<file path="config.mk">
export PLATFORM = sky130hd
export DESIGN_NAME = sram_rd_streamer_flat
export DESIGN_NICKNAME = d
export VERILOG_FILES = /design/src/rtl/sram_stream_pkg.sv /design/src/rtl/sram_rd_streamer_if.sv /design/src/rtl/sync_fifo_fwft.sv /design/src/rtl/sram_rd_streamer.sv /design/src/flat_wrapper.sv
export SDC_FILE = /design/constraint.sdc
export NUM_CORES = 1
export LEC_CHECK = 0
export ABC_AREA = 0
export CAP_MARGIN = 40
export CORE_ASPECT_RATIO = 1.25
export CORE_UTILIZATION = 63
export DETAILED_ROUTE_END_ITERATION = 10
export DONT_BUFFER_PORTS = 1
export PLACE_DENSITY = 0.85
export SYNTH_ARGS = -nofsm -noshare
export SYNTH_HDL_FRONTEND = slang
export SYNTH_SLANG_ARGS = --single-unit
</file>
<file path="constraint.sdc">
create_clock -name clk -period 3.7 [get_ports clk]
set_clock_uncertainty 0.1 [all_clocks]
set_input_delay 0.74 -clock clk [delete_from_list [all_inputs] [get_ports clk]]
set_output_delay 0.74 -clock clk [all_outputs]
set_load 0.03 [all_outputs]
</file>
<file path="src/rtl/sram_stream_pkg.sv">
// rtl/sram_stream_pkg.sv - shared FSM state type and width helper for SRAM streams
package sram_stream_pkg;

  typedef enum logic [1:0] {
    ST_IDLE  = 2'd0,
    ST_ISSUE = 2'd1,
    ST_DRAIN = 2'd2
  } state_t;

  // Width able to hold 0..fifo_depth outstanding reads
  function automatic int credit_bits(input int fifo_depth);
    return $clog2(fifo_depth + 1);
  endfunction

endpackage

</file>
<file path="src/rtl/sram_rd_streamer_if.sv">
// rtl/sram_rd_streamer_if.sv - command, write, stream and SRAM-side signals of the read streamer
interface sram_rd_streamer_if #(
  parameter int DATA_BIT = 64,
  parameter int ADDR_BIT = 10
);
  logic                cmd_valid;
  logic                cmd_ready;
  logic [ADDR_BIT-1:0] cmd_addr;
  logic [ADDR_BIT:0]   cmd_len;
  logic                wr_valid;
  logic                wr_ready;
  logic [ADDR_BIT-1:0] wr_addr;
  logic [DATA_BIT-1:0] wr_data;
  logic                out_valid;
  logic                out_ready;
  logic [DATA_BIT-1:0] out_data;
  logic                out_last;
  logic                done;
  logic [ADDR_BIT-1:0] sram_addr;
  logic                sram_wen;
  logic                sram_ren;
  logic [DATA_BIT-1:0] sram_wdata;
  logic [DATA_BIT-1:0] sram_rdata;

  modport master (
    input  cmd_valid, cmd_addr, cmd_len, wr_valid, wr_addr, wr_data, out_ready, sram_rdata,
    output cmd_ready, wr_ready, out_valid, out_data, out_last, done,
           sram_addr, sram_wen, sram_ren, sram_wdata
  );

  modport slave (
    output cmd_valid, cmd_addr, cmd_len, wr_valid, wr_addr, wr_data, out_ready, sram_rdata,
    input  cmd_ready, wr_ready, out_valid, out_data, out_last, done,
           sram_addr, sram_wen, sram_ren, sram_wdata
  );
endinterface

</file>
<file path="src/rtl/sync_fifo_fwft.sv">
// rtl/sync_fifo_fwft.sv - first-word-fall-through synchronous FIFO, power-of-two depth
module sync_fifo_fwft
  import sram_stream_pkg::*;
#(
  parameter int WIDTH = 64,
  parameter int DEPTH = 4,
  localparam int PTR_BIT = (DEPTH > 1) ? $clog2(DEPTH) : 1,
  localparam int CNT_BIT = credit_bits(DEPTH)
) (
  input  logic               clk,
  input  logic               rst_n,
  input  logic               push,
  input  logic               pop,
  input  logic [WIDTH-1:0]   din,
  output logic [WIDTH-1:0]   dout,
  output logic               full,
  output logic               empty,
  output logic [CNT_BIT-1:0] count
);
  logic [WIDTH-1:0]   r_mem [DEPTH];
  logic [PTR_BIT-1:0] r_rd_ptr;
  logic [PTR_BIT-1:0] r_wr_ptr;
  logic [CNT_BIT-1:0] r_count;
  logic               w_push;
  logic               w_pop;

  // A full FIFO still accepts a push when the head leaves in the same cycle
  assign w_pop  = pop && !empty;
  assign w_push = push && (!full || w_pop);

  always_ff @(posedge clk) begin
    if (!rst_n) begin
      r_rd_ptr <= '0;
      r_wr_ptr <= '0;
      r_count  <= '0;
    end else begin
      if (w_push) r_wr_ptr <= r_wr_ptr + PTR_BIT'(1);
      if (w_pop)  r_rd_ptr <= r_rd_ptr + PTR_BIT'(1);
      case ({w_push, w_pop})
        2'b10:   r_count <= r_count + CNT_BIT'(1);
        2'b01:   r_count <= r_count - CNT_BIT'(1);
        default: r_count <= r_count;
      endcase
    end
  end

  always_ff @(posedge clk) begin
    if (w_push) r_mem[r_wr_ptr] <= din;
  end

  assign dout  = r_mem[r_rd_ptr];
  assign full  = (r_count == CNT_BIT'(DEPTH));
  assign empty = (r_count == '0);
  assign count = r_count;
endmodule

</file>
<file path="src/rtl/sram_rd_streamer.sv">
// rtl/sram_rd_streamer.sv - burst read engine for a single-port SRAM with write priority
module sram_rd_streamer
  import sram_stream_pkg::*;
#(
  parameter int DATA_BIT   = 64,
  parameter int DEPTH      = 1024,
  parameter int ADDR_BIT   = $clog2(DEPTH),
  parameter int RD_LAT     = 2,
  parameter int FIFO_DEPTH = 4
) (
  input logic              clk,
  input logic              rst_n,
  sram_rd_streamer_if.master bus
);
  localparam int CRED_BIT = credit_bits(FIFO_DEPTH);
  localparam int LEN_BIT  = ADDR_BIT + 1;

  state_t              r_state;
  state_t              w_state_nxt;
  logic                r_ready_en;
  logic                r_done;
  logic [ADDR_BIT-1:0] r_cur_addr;
  logic [LEN_BIT-1:0]  r_len;
  logic [LEN_BIT-1:0]  r_issue_left;
  logic [LEN_BIT-1:0]  r_ret_cnt;
  logic [RD_LAT-1:0]   r_pipe;
  logic [CRED_BIT-1:0] w_inflight;
  logic [CRED_BIT-1:0] w_fifo_count;
  logic [CRED_BIT:0]   w_credit_used;
  logic [DATA_BIT-1:0] w_fifo_dout;
  logic w_wr_go, w_cmd_ready, w_credit_ok, w_issue, w_latch, w_done_nxt;
  logic w_push, w_pop, w_last, w_fifo_full, w_fifo_empty;

  assign w_wr_go     = bus.wr_valid && r_ready_en;
  assign w_cmd_ready = r_ready_en && (r_state == ST_IDLE);

  always_comb begin
    w_inflight = '0;
    for (int i = 0; i < RD_LAT; i++) w_inflight = w_inflight + CRED_BIT'(r_pipe[i]);
  end

  // Every read is reserved a FIFO slot at issue time, so returns can never overflow
  assign w_credit_used = {1'b0, w_fifo_count} + {1'b0, w_inflight};
  assign w_credit_ok   = w_credit_used < (CRED_BIT+1)'(FIFO_DEPTH);
  assign w_push        = r_pipe[RD_LAT-1];
  assign w_pop         = !w_fifo_empty && bus.out_ready;
  assign w_last        = !w_fifo_empty && ((r_ret_cnt + LEN_BIT'(1)) == r_len);

  always_comb begin
    w_state_nxt = r_state;
    w_issue     = 1'b0;
    w_latch     = 1'b0;
    w_done_nxt  = 1'b0;
    case (r_state)
      ST_IDLE: begin
        if (bus.cmd_valid && w_cmd_ready) begin
          w_latch = 1'b1;
          if (bus.cmd_len == '0) w_done_nxt  = 1'b1;
          else                   w_state_nxt = ST_ISSUE;
        end
      end
      ST_ISSUE: begin
        if (!w_wr_go && w_credit_ok) begin
          w_issue = 1'b1;
          if (r_issue_left == LEN_BIT'(1)) w_state_nxt = ST_DRAIN;
        end
      end
      ST_DRAIN: begin
        if ((w_inflight == '0) && w_pop && w_last) begin
          w_done_nxt  = 1'b1;
          w_state_nxt = ST_IDLE;
        end
      end
      default: w_state_nxt = ST_IDLE;
    endcase
  end

  always_ff @(posedge clk) begin
    if (!rst_n) r_state <= ST_IDLE;
    else        r_state <= w_state_nxt;
  end

  always_ff @(posedge clk) begin
    if (!rst_n) begin
      r_ready_en   <= 1'b0;
      r_done       <= 1'b0;
      r_cur_addr   <= '0;
      r_len        <= '0;
      r_issue_left <= '0;
      r_ret_cnt    <= '0;
      r_pipe       <= '0;
    end else begin
      r_ready_en <= 1'b1;
      r_done     <= w_done_nxt;
      r_pipe[0]  <= w_issue;
      for (int i = 1; i < RD_LAT; i++) r_pipe[i] <= r_pipe[i-1];
      if (w_latch) begin
        r_cur_addr   <= bus.cmd_addr;
        r_len        <= bus.cmd_len;
        r_issue_left <= bus.cmd_len;
        r_ret_cnt    <= '0;
      end else begin
        if (w_issue) begin
          r_cur_addr   <= (r_cur_addr == ADDR_BIT'(DEPTH - 1)) ? '0 : r_cur_addr + ADDR_BIT'(1);
          r_issue_left <= r_issue_left - LEN_BIT'(1);
        end
        if (w_pop) r_ret_cnt <= r_ret_cnt + LEN_BIT'(1);
      end
    end
  end

  always_ff @(posedge clk) begin
    if (rst_n) assert (!(w_push && w_fifo_full && !w_pop));
  end

  sync_fifo_fwft #(
    .WIDTH (DATA_BIT),
    .DEPTH (FIFO_DEPTH)
  ) u_fifo (
    .clk   (clk),
    .rst_n (rst_n),
    .push  (w_push),
    .pop   (w_pop),
    .din   (bus.sram_rdata),
    .dout  (w_fifo_dout),
    .full  (w_fifo_full),
    .empty (w_fifo_empty),
    .count (w_fifo_count)
  );

  assign bus.cmd_ready  = w_cmd_ready;
  assign bus.wr_ready   = r_ready_en;
  assign bus.sram_wen   = w_wr_go;
  assign bus.sram_ren   = w_issue;
  assign bus.sram_addr  = w_wr_go ? bus.wr_addr : (w_issue ? r_cur_addr : '0);
  assign bus.sram_wdata = w_wr_go ? bus.wr_data : '0;
  assign bus.out_valid  = !w_fifo_empty;
  assign bus.out_data   = w_fifo_empty ? '0 : w_fifo_dout;
  assign bus.out_last   = w_last;
  assign bus.done       = r_done;
endmodule

</file>
<file path="src/flat_wrapper.sv">
// flat-port wrapper written by rule: the top's interface ports become plain ports
module sram_rd_streamer_flat import sram_stream_pkg::*;
#(
  parameter int DATA_BIT   = 64,
  parameter int DEPTH      = 1024,
  parameter int ADDR_BIT   = $clog2(DEPTH),
  parameter int RD_LAT     = 2,
  parameter int FIFO_DEPTH = 4
)
  (clk, rst_n, bus_cmd_valid, bus_cmd_addr, bus_cmd_len, bus_wr_valid, bus_wr_addr, bus_wr_data, bus_out_ready, bus_sram_rdata, bus_cmd_ready, bus_wr_ready, bus_out_valid, bus_out_data, bus_out_last, bus_done, bus_sram_addr, bus_sram_wen, bus_sram_ren, bus_sram_wdata);
  sram_rd_streamer_if #(.DATA_BIT(DATA_BIT), .ADDR_BIT(ADDR_BIT)) bus_i ();
  input logic clk;
  input logic rst_n;
  input wire logic [$bits(bus_i.cmd_valid)-1:0] bus_cmd_valid;
  input wire logic [$bits(bus_i.cmd_addr)-1:0] bus_cmd_addr;
  input wire logic [$bits(bus_i.cmd_len)-1:0] bus_cmd_len;
  input wire logic [$bits(bus_i.wr_valid)-1:0] bus_wr_valid;
  input wire logic [$bits(bus_i.wr_addr)-1:0] bus_wr_addr;
  input wire logic [$bits(bus_i.wr_data)-1:0] bus_wr_data;
  input wire logic [$bits(bus_i.out_ready)-1:0] bus_out_ready;
  input wire logic [$bits(bus_i.sram_rdata)-1:0] bus_sram_rdata;
  output wire logic [$bits(bus_i.cmd_ready)-1:0] bus_cmd_ready;
  output wire logic [$bits(bus_i.wr_ready)-1:0] bus_wr_ready;
  output wire logic [$bits(bus_i.out_valid)-1:0] bus_out_valid;
  output wire logic [$bits(bus_i.out_data)-1:0] bus_out_data;
  output wire logic [$bits(bus_i.out_last)-1:0] bus_out_last;
  output wire logic [$bits(bus_i.done)-1:0] bus_done;
  output wire logic [$bits(bus_i.sram_addr)-1:0] bus_sram_addr;
  output wire logic [$bits(bus_i.sram_wen)-1:0] bus_sram_wen;
  output wire logic [$bits(bus_i.sram_ren)-1:0] bus_sram_ren;
  output wire logic [$bits(bus_i.sram_wdata)-1:0] bus_sram_wdata;
  assign bus_i.cmd_valid = bus_cmd_valid;
  assign bus_i.cmd_addr = bus_cmd_addr;
  assign bus_i.cmd_len = bus_cmd_len;
  assign bus_i.wr_valid = bus_wr_valid;
  assign bus_i.wr_addr = bus_wr_addr;
  assign bus_i.wr_data = bus_wr_data;
  assign bus_i.out_ready = bus_out_ready;
  assign bus_i.sram_rdata = bus_sram_rdata;
  assign bus_cmd_ready = bus_i.cmd_ready;
  assign bus_wr_ready = bus_i.wr_ready;
  assign bus_out_valid = bus_i.out_valid;
  assign bus_out_data = bus_i.out_data;
  assign bus_out_last = bus_i.out_last;
  assign bus_done = bus_i.done;
  assign bus_sram_addr = bus_i.sram_addr;
  assign bus_sram_wen = bus_i.sram_wen;
  assign bus_sram_ren = bus_i.sram_ren;
  assign bus_sram_wdata = bus_i.sram_wdata;
  sram_rd_streamer #(.DATA_BIT(DATA_BIT), .DEPTH(DEPTH), .ADDR_BIT(ADDR_BIT), .RD_LAT(RD_LAT), .FIFO_DEPTH(FIFO_DEPTH)) u_core (.clk(clk), .rst_n(rst_n), .bus(bus_i));
endmodule
</file>
After elaboration in Yosys (flattened, before gate mapping)
Memory sizes are Yosys's and may differ from the RTL's. A register that Yosys moved wholly into a read port is not among the register bits.
Cells that the tools add are included.
- flip-flop bits (word level): 56
- memories: 1
- word-level logic and storage cells: 87
- input bits: 164
- bits in writable memories: 256
- output and inout port bits: 145
- add/subtract/negate cells: 9
- bitwise operators: 1
- reduce and logical (&&, ||, !) cells: 22
- order comparisons: 1
- multiplexer cells: 29
- equality and inequality tests: 13
- memories (name ; words ; bits a word ; read ports ; clocked after memory_dff ; write ports ; RTL line ; source):
    u_core.u_fifo.r_mem ; 4 ; 64 ; 1 ; 1 ; 1 ; sync_fifo_fwft.sv:20 ; logic [WIDTH-1:0] r_mem [DEPTH];
- operator list (kind ; count):
    $mux W64 ; 2
    $mux W10 ; 5
    $mux W11 ; 2
    $mux W2 ; 7
    $add A11 B1 Y11 const B ; 1
    $eq A11 B1 Y1 const B ; 1
    $eq A11 B11 Y1 ; 1
    $logic_not A11 Y1 ; 1
    $sub A11 B1 Y11 const B ; 1
    $add A10 B1 Y10 const B ; 1
    $eq A10 B10 Y1 const B ; 1
    $logic_and A1 B1 Y1 ; 10
    $mux W1 ; 10
    $logic_not A3 Y1 ; 2
    $ne A2 B1 Y1 const B ; 3
    $pmux W2 S3 ; 1
    $pmux W3 S2 ; 1
    $reduce_and A5 Y1 ; 1
    $add A2 B1 Y2 const B ; 2
    $add A3 B3 Y4 ; 1
    $eq A2 B1 Y1 const B ; 2
    $eq A2 B2 Y1 const B ; 2
    $lt A4 B3 Y1 const B ; 1
    $ne A2 B2 Y1 const B ; 2
    other kinds (11) ; 14

Depth between registers and ports, before layout
Gate-level depths: netlist (run 1).
- word-level depth: 8
- mapped depth: 10

By module
From an unflattened synthesis (run 1), not the netlist that was laid out.
- cell total of the unflattened synthesis: 869
- area, all modules: 13457.9 µm²
- by module, submodules not included (module ; cells an instance ; times used ; area an instance (µm²)):
    sync_fifo_fwft ; 388 ; 1 ; 9893.2
    sram_rd_streamer ; 481 ; 1 ; 3564.7

Least setup slack after synthesis (run 1)
Ideal clock, no wire load.
- kind: in2reg
- start point: input bus_out_ready
- end point: memory u_core.u_fifo.r_mem[1][0], enable pin
- required time: 3171 ps
- setup time: 429 ps
- arrival time: 2630 ps
- stages: 3
- setup slack: 541 ps
- cells stage by stage: nor4b_1 -> nor2_1 -> and2_1
- longest elaborated chain between the ends: 6
- RTL lines (what ; RTL line ; source):
    from (decl) ; flat_wrapper.sv:20 ; input wire logic [$bits(bus_i.out_ready)-1:0] bus_out_ready;
    $logic_and A1 B1 Y1 ; sram_rd_streamer.sv:46 ; assign w_pop = !w_fifo_empty && bus.out_ready;
    $logic_and A1 B1 Y1 ; sync_fifo_fwft.sv:28 ; assign w_pop = pop && !empty;
    $logic_or A1 B1 Y1 ; sync_fifo_fwft.sv:29 ; assign w_push = push && (!full || w_pop);
    $logic_and A1 B1 Y1 ; sync_fifo_fwft.sv:29 ;
    $mux W1 ; sync_fifo_fwft.sv:48 ; if (w_push) r_mem[r_wr_ptr] <= din;
    $mux W1 (implied by the code) ; sync_fifo_fwft.sv:48 ;
    to (decl) ; sync_fifo_fwft.sv:20 ;
No other way between the ends.

Final worst setup path (run 1)
- start point: register u_core.r_ret_cnt[0]
- end point: output bus_out_last
- longest elaborated chain between the ends: 3
- RTL lines (what ; RTL line ; source):
    from (decl) ; sram_rd_streamer.sv:25 ; logic [LEN_BIT-1:0] r_ret_cnt;
    from (signal assigned) ; sram_rd_streamer.sv:107 ; if (w_pop) r_ret_cnt <= r_ret_cnt + LEN_BIT'(1);
    $add A11 B1 Y11 ; sram_rd_streamer.sv:47 ; assign w_last = !w_fifo_empty && ((r_ret_cnt + LEN_BIT'(1)) == r_len);
    $eq A11 B11 Y1 ; sram_rd_streamer.sv:47 ;
    $logic_and A1 B1 Y1 ; sram_rd_streamer.sv:47 ;
    to (decl) ; flat_wrapper.sv:26 ; output wire logic [$bits(bus_i.out_last)-1:0] bus_out_last;
No other way between the ends.

==> results of run 1 <==
## state kept, by name, summed over array words and instances, names as in the netlist, named ones only
| signal | flops |
|---|---|
| u_core.bus.done | 1 |
| u_core.bus.wr_ready | 1 |
| u_core.r_cur_addr | 10 |
| u_core.r_issue_left | 11 |
| u_core.r_len | 11 |
| u_core.r_pipe | 2 |
| u_core.r_ret_cnt | 11 |
| u_core.r_state | 2 |
| u_core.u_fifo.count | 3 |
| u_core.u_fifo.r_mem | 256 |
| u_core.u_fifo.r_rd_ptr | 2 |
| u_core.u_fifo.r_wr_ptr | 2 |
## layout make-up
class	count	area (sq um)	area share
inverter	12	47.5	0.00326
sequential	314	8860	0.607
antenna	1	2.50	0.000171
multi-input combinational	499	4150	0.284
tap	274	343	0.0235
timing repair buffer	18	223	0.0153
clock buffer	31	733	0.0502
clock inverter	21	243	0.0166
## synth_stat cells, drive strengths merged (7+ instances only)
cell type    n  area [sq um]
nor3        12          75.1
o21ai       19          95.1
dfxtp       58          1160
nand2       51           191
buf         15          81.3
nor4         7          43.8
or3          9          56.3
nand2b       7          43.8
a211oi       7          57.6
xor2        10          87.6
nor2        38           150
edfxtp     256          7690
mux4        64          1440
and3        72           450
a22o        10          87.6
ha          11           138
a21oi       34           170
nand3       11          55.1
clkbuf      40           150
inv         11          43.8
and2        76           475
xnor2       19           166
## cells by family (layout without fill, tap and decap cells)
| family | count (synthesis) | after routing |
|---|---|---|
| compound gates | 95 | 95 |
| xor+xnor | 29 | 29 |
| fa+ha+maj | 12 | 12 |
| buf+inv | 67 | 82 |
| flops | 314 | 314 |
| mux | 65 | 65 |
| other cells | 0 | 1 |
| simple gates | 298 | 298 |
## layer usage
layer,up-vias,GRT usage
li1,3350,-
met1,3769,0.335
met2,379,0.456
met3,69,0.0744
met4,2,0.0999
met5,-,0
## where the power goes
| part | internal [mW] | leakage, nW | switching, mW |
|---|---|---|---|
| Combinational | 0.683 | 1.61 | 1.57 |
| Clock | 1.78 | 0.473 | 1.28 |
| Sequential | 3.90 | 2.78 | 0.121 |
## path summary, 6_finish.rpt
check,startpoint,end,slack [ps]
worst min register to register,u_core.r_len[9]$_SDFFE_PN0P_,u_core.r_len[9]$_SDFFE_PN0P_,370
worst max register to register,u_core.u_fifo.count[0]$_SDFFE_PN0P_,u_core.u_fifo.count[2]$_SDFFE_PN0P_,1030
worst max-delay path,u_core.r_ret_cnt[0]$_SDFFE_PP0P_,bus_out_last,140
worst min-delay path,rst_n,u_core.bus.wr_ready$_DFF_P_,120
## stage by stage
| step | cell area, sq um | std cells | util |
|---|---|---|---|
| floorplan | 13300 | 880 | - |
| global placement | 13600 | 1117 | 0.656 |
| detailed placement | 13600 | 1117 | 0.656 |
| CTS | 14600 | 1169 | 0.704 |
| global route | 14600 | 1169 | 0.704 |
| finish | 14600 | 1170 | 0.704 |
==> reports/metrics.yaml, run 1 <==
wl_met2_microns: 15000
clock_latency_ps: 550
yosysWarnings: 0
setup_viol: 0
ir_worst_vdd_mv: 0.580
area_growth_pct: 10.0
routed_via_density: 6.47
final_nets: 1050
path_delay_family: "simple AND/OR/NAND/NOR gates"
crit_slowest_cell: "and3_1"
wl_met3_microns: 2610
syn_nets: 1056
synth-xor-area-share: 0.0191
rsz0062_at_grt: "no"
antenna_found_initial: 3
drtPass1Iterations: 5
worst_hold_path.num_cells: 0
cpPeakStageDelay_ps: 450
cp_num_buf_inv: 0
fin_tns_setup_ps: 0
cts_root_buffer: "clkbuf_16"
grt_pass1_wl_microns: 43400
outcome: "finished clean"
die_x_microns: 132
drive_above_1_share: 0.160
slew_headroom: 0.560
worstPathCellList: "ha_1 > and3_1 > a21oi_1 > o21a_1 > o32ai_1 > and3_1"
dieArea_sq_um: 21600
fin_crit_sh: 0.961
antenna_left: 0
drc_errors: 0
grt_max_degree: 69
routed.top_layer: "met5"
critPathKind: "flop to output pin"
gp_congestion: 0.918
hold_viol_final: 0
cellLeakagePower_nw: 4.86
coreArea_sq_um: 20700
syn_inst: 880
portBuffers: 0
drt_iter0_drc: 695
totalWireLength_microns: 29600
synthAdderAreaFrac: 0.0119
crit_top_cell: "and3_1"
mostFrequentLayoutCell: "edfxtp_1"
synth_mux_area_frac: 0.109
cts_tree: "done"
synthArstFlopShare: 0
synth.avg_cell_area_sq_um: 15.1
synthSimpleGateAreaFrac: 0.125
initial_core_util: 0.639
numCtsBuffers: 29
powerDensity_nw_per_um2: 640
grt_overflow_total: 0
clkSinkCount: 314
max_freq_mhz: 281
critical_path.max_fanout: 8
die_h_microns: 164
pre_cts_ws_ps: 752
synth-edff-count: 256
clkTransAtPathRegs_ps: 60
first_global_vias: 7479
end_kind: "output pin"
ys_seq_area_frac: 0.667
cp_num_cells: 6
place_hpwl_microns: 19600
wl_met1_microns: 11000
pin_count: 309
vias: 7569
nFillCells: 1321
hold_path.class: "input pin to flop"
tightest_slew_ps: 661
period_needed_ps: 3560
synth_cell_types: 56
cts_hold_buf: 0
synth_ff_type: "edfxtp_1"
fp-row-count: 59
maxCapViolCount: 0
final.setup.worst_slack_ps: 144
cts_resized: 0
cts_max_level: 1
total_power_mw: 9.34
synth_area_sq_um: 13300
clk_path_buf_depth: 3
synth_top_family_by_area: "simple AND/OR/NAND/NOR gates"
cp_data_required_time_ps: 2860
synth-compound-area-share: 0.0464
wl_per_cell_microns: 25.3
grt_usage: 0.270
whs_ps: 117
final_cell_mix: "edfxtp_1 (256), and3_1 (72), and2_1 (71)"
ys_seq_elements: 314
critPathArrivalTime_ps: 2720
cts_post_setup_buffers_inserted: 0
worst-r2r-cell-count: 8
slew_violations: 0
cp-start-kind: "flop"
Power figures use the tool's default switching activity.
==> run 2, diff against run 1 <==
--- a/config.mk
+++ b/config.mk
@@ -12,6 +12,7 @@
 export DETAILED_ROUTE_END_ITERATION = 10
 export DONT_BUFFER_PORTS = 1
 export PLACE_DENSITY = 0.85
+export SLEW_MARGIN = 20
 export SYNTH_ARGS = -nofsm -noshare
 export SYNTH_HDL_FRONTEND = slang
 export SYNTH_SLANG_ARGS = --single-unit
==> results of run 2 <==
The final DEF is identical to that of run 1; final timing and power are the same.
==> run 3, diff against run 2 <==
--- a/config.mk
+++ b/config.mk
@@ -8,10 +8,11 @@
 export ABC_AREA = 0
 export CAP_MARGIN = 40
 export CORE_ASPECT_RATIO = 1.25
-export CORE_UTILIZATION = 63
+export CORE_UTILIZATION = 65
+export CTS_BUF_LIST = sky130_fd_sc_hd__clkbuf_2 sky130_fd_sc_hd__clkbuf_4 sky130_fd_sc_hd__clkbuf_8
 export DETAILED_ROUTE_END_ITERATION = 10
 export DONT_BUFFER_PORTS = 1
-export PLACE_DENSITY = 0.85
+export PLACE_DENSITY = 0.87
 export SLEW_MARGIN = 20
 export SYNTH_ARGS = -nofsm -noshare
 export SYNTH_HDL_FRONTEND = slang
==> run 3 against run 2 <==
Net effect: cell area down 0.66%; flip-flop and latch count is the same; die area decreased by 3.0%; sequential power about the same; global-route usage down 0.11 points; clock power down 12%; first-iteration DRC count grew 13%; maximum frequency rose by 3.5%; core utilization up 2.0 points; cell count rose by 1.9%; critical path depth unchanged; largest cell class unchanged; largest power group unchanged.
==> reports/metrics.yaml, run 3 (synthesis gave the netlist of run 1 again) <==
hold_path.class: "input pin to flop"
tightest_slew_ps: 729  # +68.1 ps
slew_violations: 0  # unchanged
crit_top_cell: "ha_1"
utilization: 0.724  # +0.0203
p_clk_frac: 0.300  # -0.028
nFillCells: 1212  # -8.3%
drt_iter0_drc: 788  # +13%
fin_tns_setup_ps: 0  # unchanged
wl_per_cell_microns: 23.3  # -8.0%
switchingPower_mw: 2.93  # -1.3%
numCtsBuffers: 46  # +59%
max_freq_mhz: 291  # +3.5%
drc_errors: 0  # unchanged
final_cell_mix: "edfxtp_1 (256), and2_1 (71), and3_1 (71)"
setup_viol: 0  # unchanged
fp-row-count: 58  # -1.7%
clkTransAtPathRegs_ps: 60  # about the same
powerDensity_nw_per_um2: 616  # -3.7%
portBuffers: 0  # unchanged
fin_crit_sh: 0.929  # -0.0322
clk_path_buf_depth: 3  # unchanged
rsz0062_at_grt: "no"
cts_root_buffer: "clkbuf_8"
dieArea_sq_um: 21000  # -3.0%
pwr-share-seq: 0.450  # +0.019
mostFrequentLayoutCell: "edfxtp_1"
cp_data_required_time_ps: 2860  # about the same
swShare: 0.328  # +0.0101
cts_tree: "done"
worstPathCellList: "ha_1 > ha_1 > a211o_1 > or3_1 > inv_4 > a22o_1"
ir_worst_vdd_mv: 0.500  # -14%
power.internal_mw: 6.00  # -5.7%
grt_pass1_wl_microns: 41400  # -4.5%
end_kind: "output pin"
totalWireLength_microns: 27800  # -6.3%
pin_count: 309  # unchanged
grt_overflow_total: 0  # unchanged
power_frac_comb: 0.251  # +0.009
grt_usage: 0.269  # -0.00112
clkSinkCount: 314  # unchanged
maxCapViolCount: 0  # unchanged
period_needed_ps: 3440  # -119 ps
multi_input_area_sq_um: 4150  # +0.12%
largest_register_ffs: 256  # unchanged
vias: 7595  # +0.34%
regArea_sq_um: 8850  # about the same
first_global_vias: 7675  # +2.6%
drive_above_1_share: 0.185  # +0.0257
die_x_microns: 130  # -1.5%
crit_slowest_cell: "or3_1"
coreArea_sq_um: 20000  # -3.4%
antenna_left: 0  # unchanged
final_nets: 1067  # +1.6%
drtPass1Iterations: 6  # +1
cts_max_level: 2  # +1
initial_core_util: 0.662  # +0.0228
clock_latency_ps: 570  # +20 ps
gp_congestion: 0.891  # -3.0%
cp-start-kind: "flop"
outcome: "finished clean"
place_hpwl_microns: 18400  # -6.5%
antenna_found_initial: 2  # -1
hold_viol_final: 0  # unchanged
area_growth_pct: 9.32
slew_headroom: 0.514  # -0.0454
grt_max_degree: 69  # unchanged
whs_ps: 128  # +11.9 ps
routed_via_density: 6.37  # -1.5%
die_h_microns: 162  # -1.5%
cts_post_setup_buffers_inserted: 0  # unchanged
cellLeakagePower_nw: 4.85  # -0.30%
cpPeakStageDelay_ps: 440  # about the same
critPathKind: "flop to output pin"
regMostFlops: "u_core.u_fifo.r_mem"
critical_path.max_fanout: 17  # +9
n_antenna_cell: 0  # -1
critPathArrivalTime_ps: 2600  # -120 ps
-- run 3: cell types whose count changed in the layout (fill, tap and decap cells not counted), moves of 2 or more --
cell and delta:
and2_2 +3, clkinv_2 -6, clkbuf_16 -29, bufinv_16 -4, clkbuf_4 +19, clkinv_1 +3
clkbuf_8 +47, clkbuf_1 -2, and2_4 -3
-- run 3: final cells by class --
type / instances / share of cell area
inverter: 12 / 0.00328
timing repair buffer: 18 / 0.0154
tap: 270 / 0.0233
sequential: 314 / 0.611
clock buffer: 66 / 0.0544
multi-input combinational: 499 / 0.286
clock inverter: 13 / 0.00656
-- run 3: what timing repair did --
| action | 4_1_cts | 5_1_grt |
|---|---|---|
| resized for setup | 0 | 2 |
| hold buffers | 0 | 0 |
| setup endpoints to repair | 0 | 1 |
-- run 3: worst paths after layout --
kind	start	end	slack, ps	cells after the start
max	u_core.r_pipe[1]$_SDFF_PN0_	bus_sram_addr[7]	260	6
min	rst_n	u_core.bus.wr_ready$_DFF_P_	130	0
max reg2reg	u_core.r_pipe[1]$_SDFF_PN0_	u_core.r_cur_addr[4]$_SDFFE_PN0P_	1210	7
min reg2reg	u_core.r_pipe[0]$_SDFF_PN0_	u_core.r_pipe[1]$_SDFF_PN0_	370	2
-- run 3: metrics by stage --
step                      instances  worst slack (ps)  area [sq um]  power (mW)
final                          1192               263         14500        8.93
after global routing           1192               153         14500        9.29
after CTS                      1192               109         14500        8.99
after detailed placement       1113               693         13600        6.34
after global placement         1113               741         13600        6.30
after floorplan                 880               541         13300        5.96
-- run 3: worst max-delay path: cells and delay by family, from the launching register on --
family | cells | cell delay (ps)
fa+ha+maj | 2 | 370
compound gates | 2 | 670
simple gates | 1 | 440
flops | 1 | 320
buf+inv | 1 | 230
-- run 3: power by group through the flow --
stage / combinational, mW / clock (mW) / sequential [mW]
6_report: 2.24 / 2.68 / 4.01
5_1_grt: 2.39 / 2.88 / 4.03
4_1_cts: 2.26 / 2.71 / 4.02
3_5_place_dp: 2.25 / 0 / 4.09
3_3_place_gp: 2.22 / 0 / 4.09
2_1_floorplan: 1.94 / 0 / 4.02
-- run 3: routing by layer --
layer,up-vias,part of all wire,GRT usage
met1,3741,0.36,0.317
met5,-,0,0
met2,380,0.52,0.464
met3,72,0.087,0.0738
li1,3402,-,-
met4,0,0.036,0.112
